File: config.mk
export PLATFORM = sky130hd
export DESIGN_NAME = rpn_exec
export DESIGN_NICKNAME = d
export VERILOG_FILES = /design/src/rtl/rpn_pkg.sv /design/src/rtl/rpn_alu.sv /design/src/rtl/rpn_exec.sv
export SDC_FILE = /design/constraint.sdc
export NUM_CORES = 2
export LEC_CHECK = 0
export CORE_MARGIN = 2
export CORE_UTILIZATION = 55
export DETAILED_ROUTE_END_ITERATION = 7
export PLACE_DENSITY_LB_ADDON = 0.15
export SYNTH_ARGS = -nofsm -noshare
export SYNTH_HDL_FRONTEND = slang
export SYNTH_SLANG_ARGS = --single-unit
File: constraint.sdc
create_clock -name clk -period 12.67 [get_ports clk]
set_input_delay 1.267 -clock clk [delete_from_list [all_inputs] [get_ports clk]]
set_output_delay 1.267 -clock clk [all_outputs]
set_load 0.1 [all_outputs]
File: src/rtl/rpn_pkg.sv
// Shared types for the RPN token executor: opcodes, FSM states, error codes.
package rpn_pkg;

  localparam int DW_DEFAULT = 32;

  typedef enum logic [2:0] {
    OP_ADD  = 3'd0,
    OP_SUB  = 3'd1,
    OP_MUL  = 3'd2,
    OP_AND  = 3'd3,
    OP_OR   = 3'd4,
    OP_XOR  = 3'd5,
    OP_DUP  = 3'd6,
    OP_DROP = 3'd7
  } op_e;

  typedef enum logic [2:0] {
    ST_IDLE,
    ST_CHECK,
    ST_POP1,
    ST_POP2,
    ST_PUSH
  } state_e;

  localparam logic [1:0] ERR_NONE      = 2'd0;
  localparam logic [1:0] ERR_OVERFLOW  = 2'd1;
  localparam logic [1:0] ERR_UNDERFLOW = 2'd2;

  function automatic logic is_binary(input op_e op);
    return op inside {OP_ADD, OP_SUB, OP_MUL, OP_AND, OP_OR, OP_XOR};
  endfunction

endpackage

File: src/rtl/rpn_alu.sv
// Combinational RPN operator: y = op(a, b), a = entry below top, b = top.
// DUP/DROP pass b through; arithmetic wraps modulo 2^DW.
module rpn_alu
  import rpn_pkg::*;
#(
  parameter int DW = DW_DEFAULT
) (
  input  logic [DW-1:0] a,
  input  logic [DW-1:0] b,
  input  op_e           op,
  output logic [DW-1:0] y
);

  always_comb begin
    y = b;
    case (op)
      OP_ADD:  y = a + b;
      OP_SUB:  y = a - b;
      OP_MUL:  y = a * b;
      OP_AND:  y = a & b;
      OP_OR:   y = a | b;
      OP_XOR:  y = a ^ b;
      default: y = b;
    endcase
  end

endmodule

File: src/rtl/rpn_exec.sv
// RPN token executor driving an external stack; one token in flight, tok_ready only in IDLE.
// Number/DUP push 2 cycles after acceptance, binary ops 4 cycles; illegal tokens abort from CHECK.
module rpn_exec
  import rpn_pkg::*;
#(
  parameter int DW    = DW_DEFAULT,
  parameter int DEPTH = 32
) (
  input  logic          clk,
  input  logic          rst,
  input  logic          tok_valid,
  input  logic          tok_is_op,
  input  logic [2:0]    tok_op,
  input  logic [DW-1:0] tok_data,
  output logic          tok_ready,
  output logic          push,
  output logic          pop,
  output logic [DW-1:0] data_in,
  input  logic [DW-1:0] stack_top,
  input  logic [DW-1:0] stack_next,
  input  logic [5:0]    numcnt,
  input  logic          full,
  input  logic          empty,
  output logic [DW-1:0] result,
  output logic          result_valid,
  output logic          err,
  output logic [1:0]    err_code
);

  localparam logic [5:0] DEPTH_CNT = 6'(DEPTH);

  state_e        state, state_nxt;
  logic          is_op_q;
  op_e           op_q;
  logic [DW-1:0] data_q;
  logic [DW-1:0] alu_y;
  logic [1:0]    chk_code;
  logic          stack_full;
  logic          accept;

  assign stack_full = full || (numcnt >= DEPTH_CNT);
  assign accept     = tok_valid && tok_ready;

  rpn_alu #(.DW(DW)) u_alu (
    .a  (stack_next),
    .b  (stack_top),
    .op (op_q),
    .y  (alu_y)
  );

  // Binary ops free two entries before pushing, so a full stack is fine for them.
  always_comb begin
    chk_code = ERR_NONE;
    if (!is_op_q) begin
      if (stack_full) chk_code = ERR_OVERFLOW;
    end else if (is_binary(op_q)) begin
      if (numcnt < 6'd2) chk_code = ERR_UNDERFLOW;
    end else if (empty) begin
      chk_code = ERR_UNDERFLOW;
    end else if (op_q == OP_DUP && stack_full) begin
      chk_code = ERR_OVERFLOW;
    end
  end

  always_ff @(posedge clk) begin
    if (rst) state <= ST_IDLE;
    else     state <= state_nxt;
  end

  always_comb begin
    state_nxt = state;
    case (state)
      ST_IDLE:  if (accept) state_nxt = ST_CHECK;
      ST_CHECK: begin
        if (chk_code != ERR_NONE)                state_nxt = ST_IDLE;
        else if (!is_op_q || op_q == OP_DUP)     state_nxt = ST_PUSH;
        else                                     state_nxt = ST_POP1;
      end
      ST_POP1:  state_nxt = (op_q == OP_DROP) ? ST_IDLE : ST_POP2;
      ST_POP2:  state_nxt = ST_PUSH;
      ST_PUSH:  state_nxt = ST_IDLE;
      default:  state_nxt = ST_IDLE;
    endcase
  end

  always_comb begin
    tok_ready    = (state == ST_IDLE) && !rst;
    push         = (state == ST_PUSH) && !rst;
    pop          = (state == ST_POP1 || state == ST_POP2) && !rst;
    result_valid = (state == ST_PUSH) && !rst;
  end

  always_ff @(posedge clk) begin
    if (rst) begin
      is_op_q  <= 1'b0;
      op_q     <= OP_ADD;
      data_q   <= '0;
      data_in  <= '0;
      result   <= '0;
      err      <= 1'b0;
      err_code <= ERR_NONE;
    end else begin
      err <= 1'b0;
      if (accept) begin
        is_op_q  <= tok_is_op;
        op_q     <= op_e'(tok_op);
        data_q   <= tok_data;
        err_code <= ERR_NONE;
      end
      if (state == ST_CHECK) begin
        if (chk_code != ERR_NONE) begin
          err      <= 1'b1;
          err_code <= chk_code;
        end else begin
          data_in <= is_op_q ? alu_y : data_q;
        end
      end
      if (state == ST_PUSH) result <= data_in;
    end
  end

endmodule

# Word level (Yosys, flattened, before mapping)
# Cells that the tools add are included.
# W data, S select, Z words.
[op_classes]
mux = 17
n_mul = 1
magnitude_cmp = 2
n_addsub = 2
n_bitwise = 5
n_eq_ne = 12
reduce_logical = 16
[ops]
columns = ["operator", "count"]
rows = [
  ["$pmux W32 S6", 1],
  ["$add A32 B32 Y32", 1],
  ["$and A32 B32 Y32", 1],
  ["$mul A32 B32 Y32", 1],
  ["$mux W32", 1],
  ["$or A32 B32 Y32", 1],
  ["$sub A32 B32 Y32", 1],
  ["$xor A32 B32 Y32", 1],
  ["$mux W2", 8],
  ["$eq A3 B3 Y1 const B", 5],
  ["$eq A3 B2 Y1 const B", 4],
  ["$pmux W3 S4", 1],
  ["$mux W3", 3],
  ["$eq A3 B1 Y1 const B", 2],
  ["$ge A6 B6 Y1 const B", 1],
  ["$logic_not A3 Y1", 2],
  ["$lt A6 B2 Y1 const B", 1],
  ["$reduce_bool A6 Y1", 1],
  ["$logic_and A1 B1 Y1", 5],
  ["$logic_or A1 B1 Y1", 3],
  ["$mux W1", 3],
  ["$logic_not A1 Y1", 2],
  ["$ne A2 B2 Y1 const B", 1],
  ["$not A1 Y1", 2],
  ["other kinds (3)", 3],
]
[word_totals]
out_inout_bits = 71
regBits = 106
wordCells = 63
in_bits = 111

# Longest topological paths before layout
[logic_depth]
depth_word = 10
mapped_depth = 29
ltp_nobuf = 26

# Cells and area by module
# A second synthesis with hierarchy kept.
[hier_totals]
cells_unflattened = 2890
area_unflattened_um2 = 24100.6
[by_module_without_submodules]
columns = ["mod", "cells_per_inst", "area_each_um2", "instances", "seq_area_each_um2"]
rows = [
  ["rpn_alu", 2360, 19578.8, 1, 0.0],
  ["rpn_exec", 530, 4521.8, 1, 2122.0],
]

# Worst setup path before layout
# Ideal clock, no wire load.
[synth_timing]
path_kind = "input to register"
startpoint = "input stack_top[3]"
endpoint = "register data_in[31]"
stages = 27
t_required_ns = 12.579
setup_ns = 0.091
setup_slack_ns = 4.607
path_buffers = 3
arrival_ns = 7.971
path_cell_list = "clkbuf_1 -> inv_1 -> buf_1 -> nor2_1 -> fa_1 -> inv_1 -> fa_1 -> fa_1 -> fa_1 -> inv_1 -> fa_1 -> inv_1 -> fa_1 -> inv_1 -> fa_1 -> fa_1 -> ha_1 -> clkbuf_1 -> nand3_1 -> nor2_1 -> nand2_1 -> a311o_1 -> a31oi_1 -> a211oi_1 -> o21ai_0 -> nand3b_1 -> a311oi_1"
[synth_between]
elab_chain_len = 3
word_cells_on_any_way = 5
cone_classes = "2 x add/sub; 1 x mul; 2 x mux"
[synth_lines]
columns = ["element", "line", "rtl"]
rows = [
  ["start, declared", "rpn_exec.sv:19", "input logic [DW-1:0] stack_top,"],
  ["$mul A32 B32 Y32, or another cell as far along", "rpn_alu.sv:19", "OP_MUL: y = a * b;"],
  ["$pmux W32 S6 (*)", "rpn_alu.sv:16", "case (op)"],
  ["$mux W32 (*)", "rpn_exec.sv:115", "data_in <= is_op_q ? alu_y : data_q;"],
  ["end signal, assigned", "rpn_exec.sv:115", ""],
  ["end, declared", "rpn_exec.sv:18", "output logic [DW-1:0] data_in,"],
]
# Every way passes the cells marked *; elsewhere a longest branch is shown, timed or not.
# A chain may end at the register's enable or synchronous reset.

# Worst setup path after layout
[layout_timing]
startpoint = "input stack_top[10]"
endpoint = "register data_in[28]"
# Same word-level chain as after synthesis.

==> metrics <==
synthesized area 0.0236 mm²; row count 75; vias per cell 6.09; hold buffers post-CTS 0; total global-route track usage 39.1%; CTS sink count 106; Worst setup EP type flip-flop; post-CTS sizing 0; Area Overhead vs Synth 10.9%; RePlAce Congestion 1.01; async set-reset flop share out of synthesis 0%; Tcrit/Tclk final 75.8%; Critical Path RT 12890 ps; worst min path class reg2reg; fin nets 3731; EDFF count, synth 0; Util after Layout 62.1%; final setup fails 0; antenna-violating nets left 0; total global routing overflow 0; Yosys top cell area share 34.6%; Area contributors post-synth fa_1 (35%), ha_1 (12%), dfxtp_1 (9.0%), inv_1 (6.9%), nand2_1 (6.7%); Worst slew margin 13.0%; commonest non-fill, non-tap cell in the layout inv_1; Highest Clock Rate 0.104 GHz; syn_area_per_cell 8.12 µm²; Clk Latency, worst-skew pair 360 ps; CTS root buf clkbuf_16; Avg WL per Cell 24.0 µm; cell count after placement 3520; largest net degree at the start of global routing 72; RSZ-0062 raised after global routing false; clock skew 7.11 ps; Port-buffer cells 180; vias in the first global route 21900; Die W 211 µm; H-tree depth 3; Worst-path clk slew 80 ps; commonest non-fill, non-tap cells in the layout inv_1 (433), nand2_1 (423), fa_1 (409), nor2_1 (373), ha_1 (219); ratio of cells with drive above 1 in the final layout 3.80%; first-pass GRT wire length 130000 µm; worst setup path class in2reg; Post-DP HPWL 65500 µm; core area 0.0422 mm²; DRC 0; Initial Util 56.0%; final setup TNS 0 ps; Max Slew Vio Count 0; syn nets 3650; status completed; final worst setup slack 3070 ps; CP startpoint kind input pin; post-route minimum period 9600 ps; CP max FO 19; cell taking the most area after synthesis fa_1; Netlist cell types 87; number of DRC markers in iteration 0 2371; #FFs+latches synth 106; worst slew pin tran 1300 ps; initial antenna violation count 7; max_cap viols 0; Fin. Hold Viols 0; sequential area share after synthesis 8.97%; Die ar. 0.0447 mm²; ys flop type dfxtp_1; I/O pin count 182; synthesized instance count 2911; drt pass-1 iters 7; CTS tree built; Post-CTS Setup Bufs 0; setup slack at placement 2810 ps; CTS Buffer Depth 2; Worst Path Arrival 9820 ps; CTS buffer count 9; fillers 3807; Die H 211 µm; routed wire length 85100 µm; final cell count without fillers 3541; Yosys warning count 0; DR vias 21600
==> worst paths after layout <==
kind                               startpoint     endpoint  slack, ps  cells past startpoint
worst min-delay path                data_q[8]    data_q[8]        450                      2
worst max register to register        op_q[0]  data_in[29]       7520                     15
worst min register to register      data_q[8]    data_q[8]        450                      2
worst max-delay path            stack_top[10]  data_in[28]       3070                     23
==> Yosys cell counts (7+ instances only) <==
master    instances
a211oi_1         22
ha_1            219
xor2_1           22
nor2_1          374
a221oi_1          9
a311oi_1         13
o21ai_0          77
clkinv_1         16
nand4_1          10
o21ai_1          11
inv_2            13
or3_1            11
nand2_1         423
nand3_1          57
nor2b_1           8
buf_1            15
o211ai_1         14
a22o_1           22
o31ai_1          17
mux2i_1          14
buf_2             7
clkbuf_1        143
and3_1            7
xnor2_1          94
dfxtp_1         106
inv_1           433
a22oi_1          15
a31oi_1          12
a21oi_1         126
nand3b_1          8
nor3_1           37
a21o_1           14
o21a_1           15
nand2b_1          7
fa_1            409
==> kinds of logic (layout without fill, tap and decap cells) <==
kind of cell	Yosys count	in the layout	synth area share, %
flip-flops	106	106	8.97
XOR/XNOR	117	117	4.39
other	0	5	0
AO/OA/AOI/OAI	444	444	12.6
multiplexers	17	17	0.831
buffers and inverters	628	714	10.0
adder cells (fa/ha/maj)	628	628	46.2
AND/OR/NAND/NOR	971	971	16.9
==> cell type report <==
| cell class | count | area (µm²) | area share, % |
|---|---|---|---|
| sequential | 106 | 2130 | 8.11 |
| tap | 539 | 674 | 2.57 |
| clock buffer | 9 | 225 | 0.859 |
| multi-input combinational | 2177 | 19200 | 73.1 |
| timing repair buffer | 236 | 2220 | 8.45 |
| inverter | 462 | 1730 | 6.61 |
| clock inverter | 7 | 70.1 | 0.267 |
| antenna | 5 | 12.5 | 0.0477 |
==> per-layer routing <==
layer,up-vias,part of all wire (%),wire [µm],GRT usage (%)
met5,-,0.029,25,0
met4,4,4.8,4100,15.6
met3,231,12,9860,9.14
met2,1274,46,38800,61.9
met1,10600,38,32300,52.1
li1,9416,-,-,-
==> state kept, by name, indices dropped and copies added (netlist names) <==
signal / flops
op_q: 3
result: 32
err: 1
err_code: 2
state: 3
data_in: 32
is_op_q: 1
data_q: 32
==> worst max-delay path, stage by stage <==
cell,delay [ps]
clkdlybuf4s50_1,1330
inv_1,760
nor2_1,300
fa_1,470
fa_1,460
fa_1,510
inv_1,50
fa_1,480
inv_1,50
ha_1,280
ha_1,290
fa_1,400
fa_1,470
ha_1,370
a21o_1,200
a21o_1,180
a211oi_1,320
o21a_1,270
o211ai_1,130
o211ai_1,350
mux2i_1,150
o21ai_0,530
a311oi_2,190
==> per-stage QoR <==
step	cell area (µm²)	hold slack [ps]
floorplan	23600	429
global placement	25900	441
detailed placement	25900	442
CTS	26200	454
global route	26200	469
finish	26200	451
Power is not shown: default switching activity piles up to over one toggle a cycle in this logic, so the estimate is an artifact.
